File: src/rtl/pulse_evt_pkg.sv
// Shared types and constants for the pulse event register block.
// PULSE_EVT_LONGPRESS_EN adds the HELD state used for long-press detection.
package pulse_evt_pkg;

    typedef enum logic [1:0] {
        ST_IDLE    = 2'd0,
        ST_PRESSED = 2'd1
`ifdef PULSE_EVT_LONGPRESS_EN
        ,
        ST_HELD    = 2'd2
`endif
    } press_state_e;

    localparam logic [1:0] ADDR_STATUS = 2'd0;
    localparam logic [1:0] ADDR_COUNT  = 2'd1;
    localparam logic [1:0] ADDR_CTRL   = 2'd2;

    localparam int STS_PENDING = 0;
    localparam int STS_LEVEL   = 1;
    localparam int STS_OVF     = 2;
    localparam int STS_LONG    = 3;

endpackage

File: src/rtl/press_fsm.sv
// Rising-edge detector and press FSM producing press / long-press strobes.
// Hold counter and HELD state exist only with PULSE_EVT_LONGPRESS_EN defined.
module press_fsm
    import pulse_evt_pkg::*;
#(
    parameter int HOLD_CYC = 50_000_000
) (
    input  logic clk,
    input  logic rst_n,
    input  logic level_i,
    output logic level_q_o,
    output logic press_o,
    output logic long_o
);

    logic         prev_q;
    logic         armed_q;
    press_state_e state_q;

    // armed_q stays low until a low level is seen, so a button already held
    // when reset releases is not counted.
    assign press_o   = level_i & ~prev_q & armed_q;
    assign level_q_o = prev_q;

`ifdef PULSE_EVT_LONGPRESS_EN
    localparam int HOLD_W = $clog2(HOLD_CYC + 1);

    logic [HOLD_W-1:0] hold_q;

    assign long_o = (state_q == ST_PRESSED) && level_i &&
                    (hold_q == HOLD_W'(HOLD_CYC - 1));
`else
    localparam int unused_hold_cyc = HOLD_CYC;

    assign long_o = 1'b0;
`endif

    always_ff @(posedge clk or negedge rst_n) begin
        if (!rst_n) begin
            prev_q  <= 1'b0;
            armed_q <= 1'b0;
            state_q <= ST_IDLE;
`ifdef PULSE_EVT_LONGPRESS_EN
            hold_q  <= '0;
`endif
        end else begin
            // NOTE: non-blocking updates make every register here sample pre-edge values.
            prev_q <= level_i;
            if (!level_i) begin
                armed_q <= 1'b1;
            end
            case (state_q)
                ST_IDLE: begin
                    if (press_o) begin
                        state_q <= ST_PRESSED;
                    end
`ifdef PULSE_EVT_LONGPRESS_EN
                    hold_q <= press_o ? HOLD_W'(1) : '0;
`endif
                end
                ST_PRESSED: begin
                    if (!level_i) begin
                        state_q <= ST_IDLE;
`ifdef PULSE_EVT_LONGPRESS_EN
                    end else if (long_o) begin
                        state_q <= ST_HELD;
                    end else begin
                        hold_q <= hold_q + HOLD_W'(1);
`endif
                    end
                end
`ifdef PULSE_EVT_LONGPRESS_EN
                ST_HELD: begin
                    if (!level_i) begin
                        state_q <= ST_IDLE;
                    end
                end
`endif
                default: state_q <= ST_IDLE;
            endcase
        end
    end

endmodule

File: src/rtl/pulse_event_reg.sv
// CPU register file (STATUS / COUNT / CTRL) and interrupt around press_fsm.
// Defining PULSE_EVT_LONGPRESS_EN enables STATUS.longpress and its interrupt.
module pulse_event_reg
    import pulse_evt_pkg::*;
#(
    parameter int CNT_W    = 8,
    parameter int HOLD_CYC = 50_000_000
) (
    input  logic        clk,
    input  logic        rst_n,
    input  logic        detected_pulse,
    input  logic        we,
    input  logic [1:0]  addr,
    input  logic [31:0] wdata,
    output logic [31:0] rdata,
    output logic        irq
);

    logic             press;
    logic             long_strobe;
    logic             level_q;
    logic             pending_q, pending_d;
    logic             ovf_q, ovf_d;
    logic             irq_en_q, irq_en_d;
    logic [CNT_W-1:0] count_q, count_d;
    logic             long_flag;
    logic             wr_status, wr_count, wr_ctrl;

    press_fsm #(
        .HOLD_CYC (HOLD_CYC)
    ) u_press_fsm (
        .clk       (clk),
        .rst_n     (rst_n),
        .level_i   (detected_pulse),
        .level_q_o (level_q),
        .press_o   (press),
        .long_o    (long_strobe)
    );

    assign wr_status = we && (addr == ADDR_STATUS);
    assign wr_count  = we && (addr == ADDR_COUNT);
    assign wr_ctrl   = we && (addr == ADDR_CTRL);

    always_comb begin
        // NOTE: defaults first keep this block free of inferred latches.
        pending_d = pending_q;
        ovf_d     = ovf_q;
        count_d   = count_q;
        irq_en_d  = irq_en_q;
        if (wr_status && wdata[STS_PENDING]) pending_d = 1'b0;
        if (wr_status && wdata[STS_OVF])     ovf_d     = 1'b0;
        if (wr_count)                        count_d   = '0;
        if (wr_ctrl)                         irq_en_d  = wdata[0];
        // A press overrides same-cycle software clears; a COUNT clear plus a
        // press therefore lands on 1 and is not a wrap.
        if (press) begin
            pending_d = 1'b1;
            count_d   = count_d + CNT_W'(1);
            if (!wr_count && (&count_q)) ovf_d = 1'b1;
        end
    end

    always_ff @(posedge clk or negedge rst_n) begin
        if (!rst_n) begin
            pending_q <= 1'b0;
            ovf_q     <= 1'b0;
            irq_en_q  <= 1'b0;
            count_q   <= '0;
        end else begin
            pending_q <= pending_d;
            ovf_q     <= ovf_d;
            irq_en_q  <= irq_en_d;
            count_q   <= count_d;
        end
    end

`ifdef PULSE_EVT_LONGPRESS_EN
    logic long_q, long_d;

    always_comb begin
        long_d = long_q;
        if (wr_status && wdata[STS_LONG]) long_d = 1'b0;
        if (long_strobe)                  long_d = 1'b1;
    end

    always_ff @(posedge clk or negedge rst_n) begin
        if (!rst_n) begin
            long_q <= 1'b0;
        end else begin
            long_q <= long_d;
        end
    end

    assign long_flag = long_q;
`else
    assign long_flag = 1'b0;
`endif

    logic unused_bits;
    assign unused_bits = ^{wdata[31:3], wdata[1], long_strobe};

    assign irq = irq_en_q & (pending_q | long_flag);

    always_comb begin
        rdata = '0;
        case (addr)
            ADDR_STATUS: begin
                rdata[STS_PENDING] = pending_q;
                rdata[STS_LEVEL]   = level_q;
                rdata[STS_OVF]     = ovf_q;
                rdata[STS_LONG]    = long_flag;
            end
            ADDR_COUNT: rdata[CNT_W-1:0] = count_q;
            ADDR_CTRL:  rdata[0]         = irq_en_q;
            default:    rdata            = '0;
        endcase
    end

endmodule

File: config.mk
export PLATFORM = sky130hd
export DESIGN_NAME = pulse_event_reg
export DESIGN_NICKNAME = d
export VERILOG_FILES = /design/src/rtl/pulse_evt_pkg.sv /design/src/rtl/press_fsm.sv /design/src/rtl/pulse_event_reg.sv
export SDC_FILE = /design/constraint.sdc
export NUM_CORES = 1
export LEC_CHECK = 0
export CAP_MARGIN = 20
export CORE_AREA = 2 2 59 61
export CTS_CLUSTER_SIZE = 40
export DETAILED_ROUTE_END_ITERATION = 8
export DIE_AREA = 0 0 61 63
export HOLD_SLACK_MARGIN = 0.08
export PLACE_DENSITY_LB_ADDON = 0.08
export SETUP_SLACK_MARGIN = 0.05
export SLEW_MARGIN = 5
export SYNTH_ARGS = -nofsm -noshare
export SYNTH_HDL_FRONTEND = slang
export SYNTH_SLANG_ARGS = --single-unit
export TNS_END_PERCENT = 100
File: constraint.sdc
create_clock -name clk -period 1.2 [get_ports clk]
set_input_delay 0.12 -clock clk [delete_from_list [all_inputs] [get_ports clk]]
set_output_delay 0.12 -clock clk [all_outputs]
set_load 0.02 [all_outputs]
==> impl_metrics.toml <==
[worst_setup_path]
cpMaxStageDelayCell = "sky130_fd_sc_hd__or3_1"
crit_buf_inv = 0
crit_chain = "and2_4 > ha_4 > nand4b_1 > or3_1 > a21oi_2"
required_ns = 1.41
setup.worst_path.end_class = "flop"
type_of_the_worst_setup_path = "flop to flop"
timing.reg2reg.setup_slack_ns = -0.18
critical_path.max_fanout = 5
worst_r2r_path_depth = 5
cp_data_arrival_time_ns = 1.59
slowest_delay_ns = 0.38
worst_r2r_endpoint = "count_q[6]"
crit_path_start_kind = "flop"
timing.critical_path.max_delay_family = "simple AND/OR/NAND/NOR gates"
rr_startpoint = "count_q[1]"

[final_layout]
fillerInstances = 332
post_layout_nonfiller_instances = 184
post_route_cells_drive_above_1_share_pct = 39.86
syn2layout_area_growth_pct = 41.88
finish.net_count = 178
num_antenna_cells = 0

[power_and_ir_drop]
power.density_nw_per_um2 = 1162
p_leak_nw = 0.6049
irDropWorstVdd_v = 0.0005222

[die]
die-height_um = 63
std_cell_rows = 21
die_ar_um2 = 3843
initial_utilization_pct = 27.64
top_level_ports = 71
core_area_um2 = 3232
dieWidth_um = 61

[routing]
totalWireLength_um = 1862
wl_per_cell_um = 10.12
route.detailed.drc = 0
initial_drc_count = 8
viasPerCell = 3.962
drtPass1Iterations = 4
vias = 729
route.antenna.remaining_nets = 0

[synthesis]
synthArstFlopShare_pct = 100.0
synth_seq_cells = 13
synthDominantAreaCellType = "sky130_fd_sc_hd__dfrtp_1"
syn_avg_cell_area_um2 = 9.606
post_synth_top_cells = "24 x sky130_fd_sc_hd__buf_4, 13 x sky130_fd_sc_hd__dfrtp_1, 9 x sky130_fd_sc_hd__and2_1, 7 x sky130_fd_sc_hd__nand2_1"
yosysUniqueCellTypes = 31
synth_ff_type = "sky130_fd_sc_hd__dfrtp_1"
syn_inst = 93
synth_top_cells_by_area = "sky130_fd_sc_hd__dfrtp_1 36%, sky130_fd_sc_hd__buf_4 20%, sky130_fd_sc_hd__and2_1 6.3%"
most_frequently_used_cell_type_in_the_post_synthesis_netlist = "sky130_fd_sc_hd__buf_4"
yosys_warnings = 0
synth_edf_count = 0
synth_top_area_share_pct = 36.41
post_synthesis_cell_area_um2 = 893.4
yosysSeqAreaShare_pct = 36.41

[timing]
grt_setup_unrepaired = "true"
final_clock_period_utilization_by_the_worst_path_pct = 115.3
maxClockFrequency_ghz = 0.7227
setup_ws_ns = -0.1837
min_period_ns = 1.384
worst_clock_skew_ns = 0.001271
setup_viol = 9
final-max-slew-violation-count = 0
hold_viol = 0

[global_route]
grt_pass1_wl_um = 3063
congestion_overflow_gr = 0
globalRouteTotalUtil_pct = 10.69
maximum_number_of_pins_on_one_net_before_global_route_repair = 14
vias_in_the_first_global_route = 667
grt_antenna_before_repair = 0

[status]
failing_checks = "negative setup slack"
result_of_the_run = "finished with violations"

[clock_tree]
number_of_levels_in_the_clock_h_tree = 1
cts-hold-fix-buffers = 0
clock_tree_from_tritoncts = "yes"
clock_tree.buffer_depth = 2
clock_sinks = 13
clock_latency_ns = 0.27
root_buffer = "sky130_fd_sc_hd__clkbuf_4"
tritoncts.num_buffers = 3
cts.reportedPaths.clkPinSlew_ns = 0.08

[placement]
dp_hpwl_um = 1444
placement.io_buffers = 16
finalWeightedCongestion = 0.6701
dpl_worst_slack_ns = -0.6314
placed_cells_incl_taps = 173

[run]
max_cap_violations = 0

[min_path]
worstHoldPathType = "input pin to asynchronous set/reset pin"
worst max path at each step:
stage | depth (start not counted) | startpoint | end
6_report | 5 | count_q[1] | count_q[6]
5_1_grt | 5 | count_q[1] | count_q[6]
4_1_cts | 5 | count_q[1] | count_q[6]
3_5_place_dp | 6 | addr[0] | rdata[0]
3_3_place_gp | 6 | addr[0] | rdata[0]
2_1_floorplan | 7 | addr[0] | count_q[4]
area by class of cell:
class                   instances  area, um^2  share of cell area [%]
flip-flops and latches         13       325.3                   25.67
well taps                      46       57.56                   4.541
multi-input cells              78       516.7                   40.77
repair buffers                 43       341.6                   26.95
clock buffers                   4       26.28                   2.073
flip-flops by register name, summed over array words and instances (netlist names):
| register | count |
|---|---|
| ovf_q | 1 |
| u_press_fsm.armed_q | 1 |
| u_press_fsm.level_q_o | 1 |
| pending_q | 1 |
| count_q | 8 |
| irq_en_q | 1 |
kinds of logic after synthesis:
group | Yosys count | share of synthesized area [%]
flip-flops | 13 | 36.41
XOR/XNOR | 2 | 1.961
multiplexers | 6 | 7.003
adder cells (fa/ha/maj) | 1 | 1.400
buffers and inverters | 25 | 20.73
other | 1 | 0.4198
AO/OA/AOI/OAI | 11 | 7.983
AND/OR/NAND/NOR | 34 | 24.09
metal layers:
layer	vias to the layer above	GRT usage, %	part of all wire [%]
met5	-	0	0
met4	0	1.630	0.54
met3	2	4.348	4.7
met2	24	16.80	50
met1	346	13.90	45
li1	357	-	-
per-stage QoR:
stage	cell area, um^2	util [%]	TNS [ns]	total power [mW]	hold slack (ns)
final	1267	39.22	-0.7623	1.473	0.1470
after global routing	1267	39.22	-1.463	1.595	0.1628
after CTS	1236	38.25	-0.5882	1.453	0.1471
after detailed placement	1180	36.51	-8.432	1.103	0.4483
after global placement	1180	36.51	-8.344	1.101	0.4473
after floorplan	1007	-	-0.3236	0.9090	-0.1756
placed cells by master (no fill, tap or decap), types with 2 or more instances in the layout:
master,count
sky130_fd_sc_hd__clkdlybuf4s50_1,4
sky130_fd_sc_hd__mux2i_1,4
sky130_fd_sc_hd__o21ai_0,3
sky130_fd_sc_hd__or3_1,2
sky130_fd_sc_hd__nand3b_1,2
sky130_fd_sc_hd__dfrtp_1,13
sky130_fd_sc_hd__clkbuf_4,3
sky130_fd_sc_hd__nor2_1,2
sky130_fd_sc_hd__buf_2,7
sky130_fd_sc_hd__and2_4,3
sky130_fd_sc_hd__nand4_1,2
sky130_fd_sc_hd__nand2_1,7
sky130_fd_sc_hd__conb_1,24
sky130_fd_sc_hd__a21oi_2,3
sky130_fd_sc_hd__and2_1,6
sky130_fd_sc_hd__buf_4,23
sky130_fd_sc_hd__mux2_2,2
sky130_fd_sc_hd__buf_6,6
sky130_fd_sc_hd__dlygate4sd2_1,3
power by group:
part / switching (mW) / internal [mW] / leakage, nW / total, mW
Clock: 0.138 / 0.129 / 0.0150 / 0.267
Combinational: 0.298 / 0.359 / 0.426 / 0.657
Sequential: 0.0502 / 0.499 / 0.164 / 0.549
Total: 0.487 / 0.986 / 0.605 / 1.47
timing repair:
action,4_1_cts,5_1_grt
endpoints found under the setup margin,18,17
hold endpoints to repair,0,0
pin swaps,3,4
buffers inserted,5,2
gates resized for setup,50,6
Power figures use the tool's default switching activity.
